**config.mk**
```make
export PLATFORM = sky130hd
export DESIGN_NAME = op_fetch
export DESIGN_NICKNAME = d
export VERILOG_FILES = /design/src/rtl/op_fetch.sv
export SDC_FILE = /design/constraint.sdc
export NUM_CORES = 1
export LEC_CHECK = 0
export CORE_AREA = 4 4 75 77
export CTS_CLUSTER_DIAMETER = 120
export DETAILED_ROUTE_END_ITERATION = 12
export DIE_AREA = 0 0 79 81
export GPL_ROUTABILITY_DRIVEN = 0
export PLACE_DENSITY = 0.76
export SYNTH_ARGS = -nofsm -noshare
export SYNTH_HDL_FRONTEND = slang
export SYNTH_SLANG_ARGS = --single-unit
```
**constraint.sdc**
```tcl
create_clock -name clk -period 1.75 [get_ports clk]
set_input_delay 0.175 -clock clk [delete_from_list [all_inputs] [get_ports clk]]
set_output_delay 0.175 -clock clk [all_outputs]
set_load 0.02 [all_outputs]
```
**src/rtl/op_fetch.sv**
```systemverilog
// op_fetch: read-side sequencer for the single-port opcode RAM.
// Walks a byte PC, issues one RAM read per cycle when credit allows, and buffers the
// returned bytes (with their addresses) in a small FIFO. The decoder drains the FIFO over
// a valid/ready handshake. A jump flushes buffered and in-flight bytes; halt stops new reads.
//
// Ports
//   clk, reset           clock, synchronous active-high reset
//   halt                 suppress new RAM reads
//   jmp_valid, jmp_addr  redirect pulse and target
//   mem_ce, mem_oce      RAM read strobe / output enable (identical)
//   mem_wre              RAM write enable, tied low
//   mem_ad               RAM address (current PC)
//   mem_dout             RAM read data, valid the cycle after mem_ce
//   op_valid, op_data    FIFO head valid / byte
//   op_addr              address the head byte was read from
//   op_ready             decoder accepts the head byte
module op_fetch #(
  parameter int unsigned   AW       = 8,
  parameter int unsigned   DW       = 8,
  parameter int unsigned   DEPTH    = 2,
  parameter logic [AW-1:0] RESET_PC = '0
) (
  input  logic          clk,
  input  logic          reset,
  input  logic          halt,
  input  logic          jmp_valid,
  input  logic [AW-1:0] jmp_addr,
  output logic          mem_ce,
  output logic          mem_oce,
  output logic          mem_wre,
  output logic [AW-1:0] mem_ad,
  input  logic [DW-1:0] mem_dout,
  output logic          op_valid,
  output logic [DW-1:0] op_data,
  output logic [AW-1:0] op_addr,
  input  logic          op_ready
);

  localparam int unsigned PW = (DEPTH > 1) ? $clog2(DEPTH) : 1;
  localparam int unsigned CW = $clog2(DEPTH + 1);

  logic [AW-1:0] pc_q, pc_d;
  logic          inflight_q, inflight_d;
  logic [AW-1:0] req_addr_q, req_addr_d;
  logic [PW-1:0] wr_ptr_q, wr_ptr_d;
  logic [PW-1:0] rd_ptr_q, rd_ptr_d;
  logic [CW-1:0] count_q, count_d;
  logic [DW-1:0] data_mem_q [DEPTH];
  logic [AW-1:0] addr_mem_q [DEPTH];

  logic credit_ok;
  logic issue;
  logic push;
  logic pop;

  // Credit uses the start-of-cycle count: a same-cycle pop frees its slot only next cycle.
  assign credit_ok = (32'(count_q) + 32'(inflight_q)) < DEPTH;
  assign issue     = !reset && !halt && !jmp_valid && credit_ok;
  // A jump kills the byte returning this cycle.
  assign push      = inflight_q && !jmp_valid;
  assign pop       = op_valid && op_ready;

  always_comb begin
    pc_d       = pc_q;
    inflight_d = issue;
    req_addr_d = req_addr_q;
    wr_ptr_d   = wr_ptr_q;
    rd_ptr_d   = rd_ptr_q;
    count_d    = count_q;

    if (jmp_valid) begin
      pc_d = jmp_addr;
    end else if (issue) begin
      pc_d = pc_q + AW'(1);
    end

    if (issue) begin
      req_addr_d = pc_q;
    end

    if (jmp_valid) begin
      wr_ptr_d = '0;
      rd_ptr_d = '0;
      count_d  = '0;
    end else begin
      if (push) begin
        wr_ptr_d = wr_ptr_q + PW'(1);
      end
      if (pop) begin
        rd_ptr_d = rd_ptr_q + PW'(1);
      end
      if (push && !pop) begin
        count_d = count_q + CW'(1);
      end else if (pop && !push) begin
        count_d = count_q - CW'(1);
      end
    end
  end

  always_ff @(posedge clk) begin
    if (reset) begin
      pc_q       <= RESET_PC;
      inflight_q <= 1'b0;
      req_addr_q <= '0;
      wr_ptr_q   <= '0;
      rd_ptr_q   <= '0;
      count_q    <= '0;
      for (int i = 0; i < DEPTH; i++) begin
        data_mem_q[i] <= '0;
        addr_mem_q[i] <= '0;
      end
    end else begin
      pc_q       <= pc_d;
      inflight_q <= inflight_d;
      req_addr_q <= req_addr_d;
      wr_ptr_q   <= wr_ptr_d;
      rd_ptr_q   <= rd_ptr_d;
      count_q    <= count_d;
      if (push) begin
        data_mem_q[wr_ptr_q] <= mem_dout;
        addr_mem_q[wr_ptr_q] <= req_addr_q;
      end
    end
  end

  always_comb begin
    mem_ce   = issue;
    mem_oce  = issue;
    mem_wre  = 1'b0;
    mem_ad   = pc_q;
    op_valid = (count_q != '0);
    op_data  = data_mem_q[rd_ptr_q];
    op_addr  = addr_mem_q[rd_ptr_q];
  end

endmodule

```
# == After elaboration in Yosys (flattened, before gate mapping) ==
# Memories as Yosys holds them, arrays and structs flattened. A register that Yosys moved wholly into a read port is not among the register bits.
# Index checks and enable logic that the tools add are counted.
# op_classes
n_addsub,6
order_cmp,1
n_mux,19
reduce_logical,18
# op_table
operator,n
2-to-1 mux 8 bit,4
OR reduction 8 bit,2
2-to-1 mux 1 bit,13
"adder 8 x 1 -> 8 bit, second input constant",1
logical AND 1 bit,7
nonzero test 2 bit,3
zero test 1 bit,5
2-to-1 mux 2 bit,2
adder 2 x 1 -> 3 bit,1
"less-than comparator 3 x 2 -> 1 bit, second input constant",1
"adder 1 bit, second input constant",2
"adder 2 x 1 -> 2 bit, second input constant",1
OR reduction 2 bit,1
"subtractor 2 x 1 -> 2 bit, second input constant",1
# word_totals
ff_bits,21
mem_bits_rw,32
in_bits,21
out_inout_bits,28
word_cells,52
n_memories,2
# memory_table
memory,words,word_bits,read_ports,rd_clocked_by_memory_dff,write_ports,line,source
addr_mem_q,2,8,1,1,2,49,logic [AW-1:0] addr_mem_q [DEPTH];
data_mem_q,2,8,1,1,2,48,logic [DW-1:0] data_mem_q [DEPTH];

# == Depth between registers and ports, before layout ==
# depth
word_depth,7
mapped_depth,7
depth_no_buf,6

# == Worst setup path after synthesis ==
# Ideal clock, no wire load.
# synth_path
path_kind,register to register
startpoint,register pc_q[5] (netlist: mem_ad[5])
endpoint,register pc_q[7] (netlist: mem_ad[7])
setup_ns,0.070
arrival_ns,1.600
t_required_ns,1.680
setup_slack_ns,0.080
path_stages_with_launch,5
path_buffers,0
period_less_slack_ns,1.670
path_cell_list,dfxtp_1 > or3b_1 > nor4_1 > mux2_1 > a21oi_1
# synth_between
elab_chain_cells,3
# synth_rtl
element,line,source
from (decl),42,"logic [AW-1:0] pc_q, pc_d;"
from (signal assigned),113,pc_q <= pc_d;
adder 8 x 1 -> 8 bit,74,pc_d = pc_q + AW'(1);
2-to-1 mux 8 bit,73,end else if (issue) begin
2-to-1 mux 8 bit,71,if (jmp_valid) begin
# Every way passes these cells. The select of a mux whose other input is x is not followed.
# A chain may end at the register's enable or synchronous reset.

# == Worst setup path in the final report ==
# layout_path
startpoint,register inflight_q
endpoint,output port mem_ce
# layout_between
elab_chain_cells,3
# layout_rtl
element,line,source
from (decl),43,"logic inflight_q, inflight_d;"
from (signal assigned),114,inflight_q <= inflight_d;
adder 2 x 1 -> 3 bit,57,assign credit_ok = (32'(count_q) + 32'(inflight_q)) < DEPTH;
less-than comparator 3 x 2 -> 1 bit,57,
logical AND 1 bit,58,assign issue = !reset && !halt && !jmp_valid && credit_ok;
to (decl),28,"output logic mem_ce,"
# Every way passes these cells.

==> impl_results.md <==
- Status: finished clean
- Post-Syn Instances: 205
- Register area share after synthesis: 0.587
- Grt total ovfl: 0
- Netlist cell types: 37
- Hold buffers post-CTS: 0
- Die Span Y: 81 um
- R2R Setup Slk: 0.16 ns
- Worst setup endpoint: mem_ce
- Fin crit period: 1.71 ns
- Max Slew Vio Count: 0
- Dpl cells: 329
- Post-synth ARST share: 0
- Synth area leader: edfxtp_1
- Initial Util: 0.476
- Clock root buffer: clkbuf_8
- Synth top cells by count: and2_1, edfxtp_1, nand2_1
- Critical path class: flop to output pin
- Reg-to-Reg End: mem_ad[4]
- Vias per cell: 4.86
- Share of cells above drive strength 1: 0.184
- Vias in the first global route: 1630
- Total wire length: 4580 um
- DR WL/cell: 13.6 um
- First-pass GRT wire length: 7590 um
- Clk buf depth: 2
- Final Setup Violations: 0
- Ant diodes: 0
- Peak VDD IR: 416 uV
- P&R area growth vs syn: 30.8%
- #FFs+latches synth: 54
- Vias: 1638
- RSZ-0062 raised after global routing: yes
- CTS H-tree depth: 2
- CTS tree: done
- Final Hold Viols: 0
- Worst EP required: 1.57 ns
- Worst Hold Depth: 3
- Antenna Nets Post-Route: 0
- Post-CTS setup buffer count: 0
- # nets final: 289
- Port-buffer cells: 47
- DR pass1 iterations: 4
- Register-to-Register Path Depth: 4
- # DRC: 0
- Clock Sinks: 54
- Die width: 79 um
- Critical path endpoint category: output pin
- Tcrit/Tclk final: 0.980
- Power per cell area: 764 mW/mm2
- Core area: 0.00501 mm2
- Cell row count: 26
- Initial antenna violation count: 0
- Top FF cell, synth: edfxtp_1
- Synth warn: 0
- Yosys top cell area share: 0.403
- Synthesized area: 0.00239 mm2
- CP Max Fanout: 5
- Worst setup SP type: flop
- CTS clock-pin slew for the worst setup and hold paths: 0.09 ns
- Leakage: 1.22 nW
- Tot Pwr: 2.38 mW
- Number of synthesized flops with an enable pin: 32
- Fmax: 583 MHz
- Post-Route Setup TNS: 0 ns
- Largest net degree at the start of global routing: 17
- Skew-Pair Late Insertion Delay: 0.30 ns
- FF-to-FF Start: inflight_q
- Worst setup path startpoint: inflight_q
- Ports: 49
- Final Skew: 0.00450 ns
- Max Cap Viol: 0
- Top cells by area, synth: edfxtp_1, dfxtp_1, and2_1
- Total track usage: 0.154
- Non-Filler Instances: 337
- Full die area: 0.00640 mm2
- Drt initial violations: 95
- Final HPWL DP: 3240 um
- HP Class: input pin to flop
- CTS Buf Count: 5
- Arrival time worst endpoint: 1.54 ns
- Avg Inst Size Synth: 11.6 um2
- Syn nets: 228
[worst max-delay path, cell delays in order, from the launching register on]
cell and delay (ns):
dfxtp_1 0.38, a211oi_2 0.30, nand2b_1 0.13, inv_2 0.09, dlygate4sd2_1 0.34
[cell type report]
type                            instances  area [um2]
Clock buffer                            8        81.3
Fill cell                             442        1890
Inverter                                5        18.8
Multi-Input combinational cell        135         923
Sequential cell                        54        1400
Tap cell                               70        87.6
Timing Repair Buffer                   65         608
[report_power, final]
part,internal (mW),total [mW],switching [mW]
logic,0.155,0.302,0.147
registers,1.39,1.42,0.0314
clock network,0.290,0.660,0.369
total,1.83,2.38,0.548
[cells by family after synthesis]
family,share of synthesized area
XOR/XNOR,0.0257
multiplexers,0.0802
adder cells (fa/ha/maj),0.0105
buffers and inverters,0.0304
flip-flops,0.587
AO/OA/AOI/OAI,0.0671
AND/OR/NAND/NOR,0.197
other,0.00157
[worst min path at each step]
stage / startpoint / endpoint / slack (ns)
global placement: req_addr_q[2] / req_addr_q[2] / 0.45
global route: jmp_addr[7] / mem_ad[7] / 0.43
CTS: jmp_addr[7] / mem_ad[7] / 0.41
detailed placement: req_addr_q[4] / req_addr_q[4] / 0.45
finish: jmp_addr[7] / mem_ad[7] / 0.42
floorplan: jmp_valid / mem_ad[7] / 0.31
[state kept, by name, indices dropped and copies added, names as in the netlist, named ones only]
signal      cells
req_addr_q      8
rd_ptr_q        1
wr_ptr_q        1
inflight_q      1
addr_mem_q     16
data_mem_q     16
count_q         2
mem_ad          8
[through the flow]
stage / hold slack (ns) / util / setup WS, ns / area [um2]
detailed placement: 0.453 / 0.609 / -0.227 / 3050
global route: 0.430 / 0.623 / -0.0265 / 3120
CTS: 0.406 / 0.621 / 0.0111 / 3110
finish: 0.419 / 0.623 / 0.0351 / 3120
floorplan: 0.311 / - / 0.0797 / 2390
global placement: 0.448 / 0.609 / -0.187 / 3050
[metal layers]
metal,global-route usage,vias up,part of all wire
met5,0,-,0
met4,0.0619,0,0.017
met3,0.0432,5,0.054
met2,0.269,48,0.48
met1,0.179,760,0.45
li1,-,825,-
[placed cells by master, fill, tap and decap left out, types with 2 or more instances in the layout]
cell and n:
clkbuf_8 5, or3_1 3, buf_12 2, edfxtp_1 32
nor2_1 10, xor2_1 4, buf_4 16, a211oi_1 3
and2_1 32, a311oi_1 4, o21ai_0 3, ha_1 2
nor3b_2 2, xnor2_1 3, clkdlybuf4s50_1 29, dfxtp_1 22
clkbuf_1 2, a21oi_1 10, nand3_1 3, mux2_2 16
dlygate4sd2_1 18, nand2_1 24, inv_1 4
[repair_timing]
item | 4_1_cts | 5_1_grt
pin swaps | 0 | 1
endpoints found under the setup margin | 18 | 19
resized for setup | 18 | 2
cloned | 0 | 0
(Power assumes the default switching activity.)
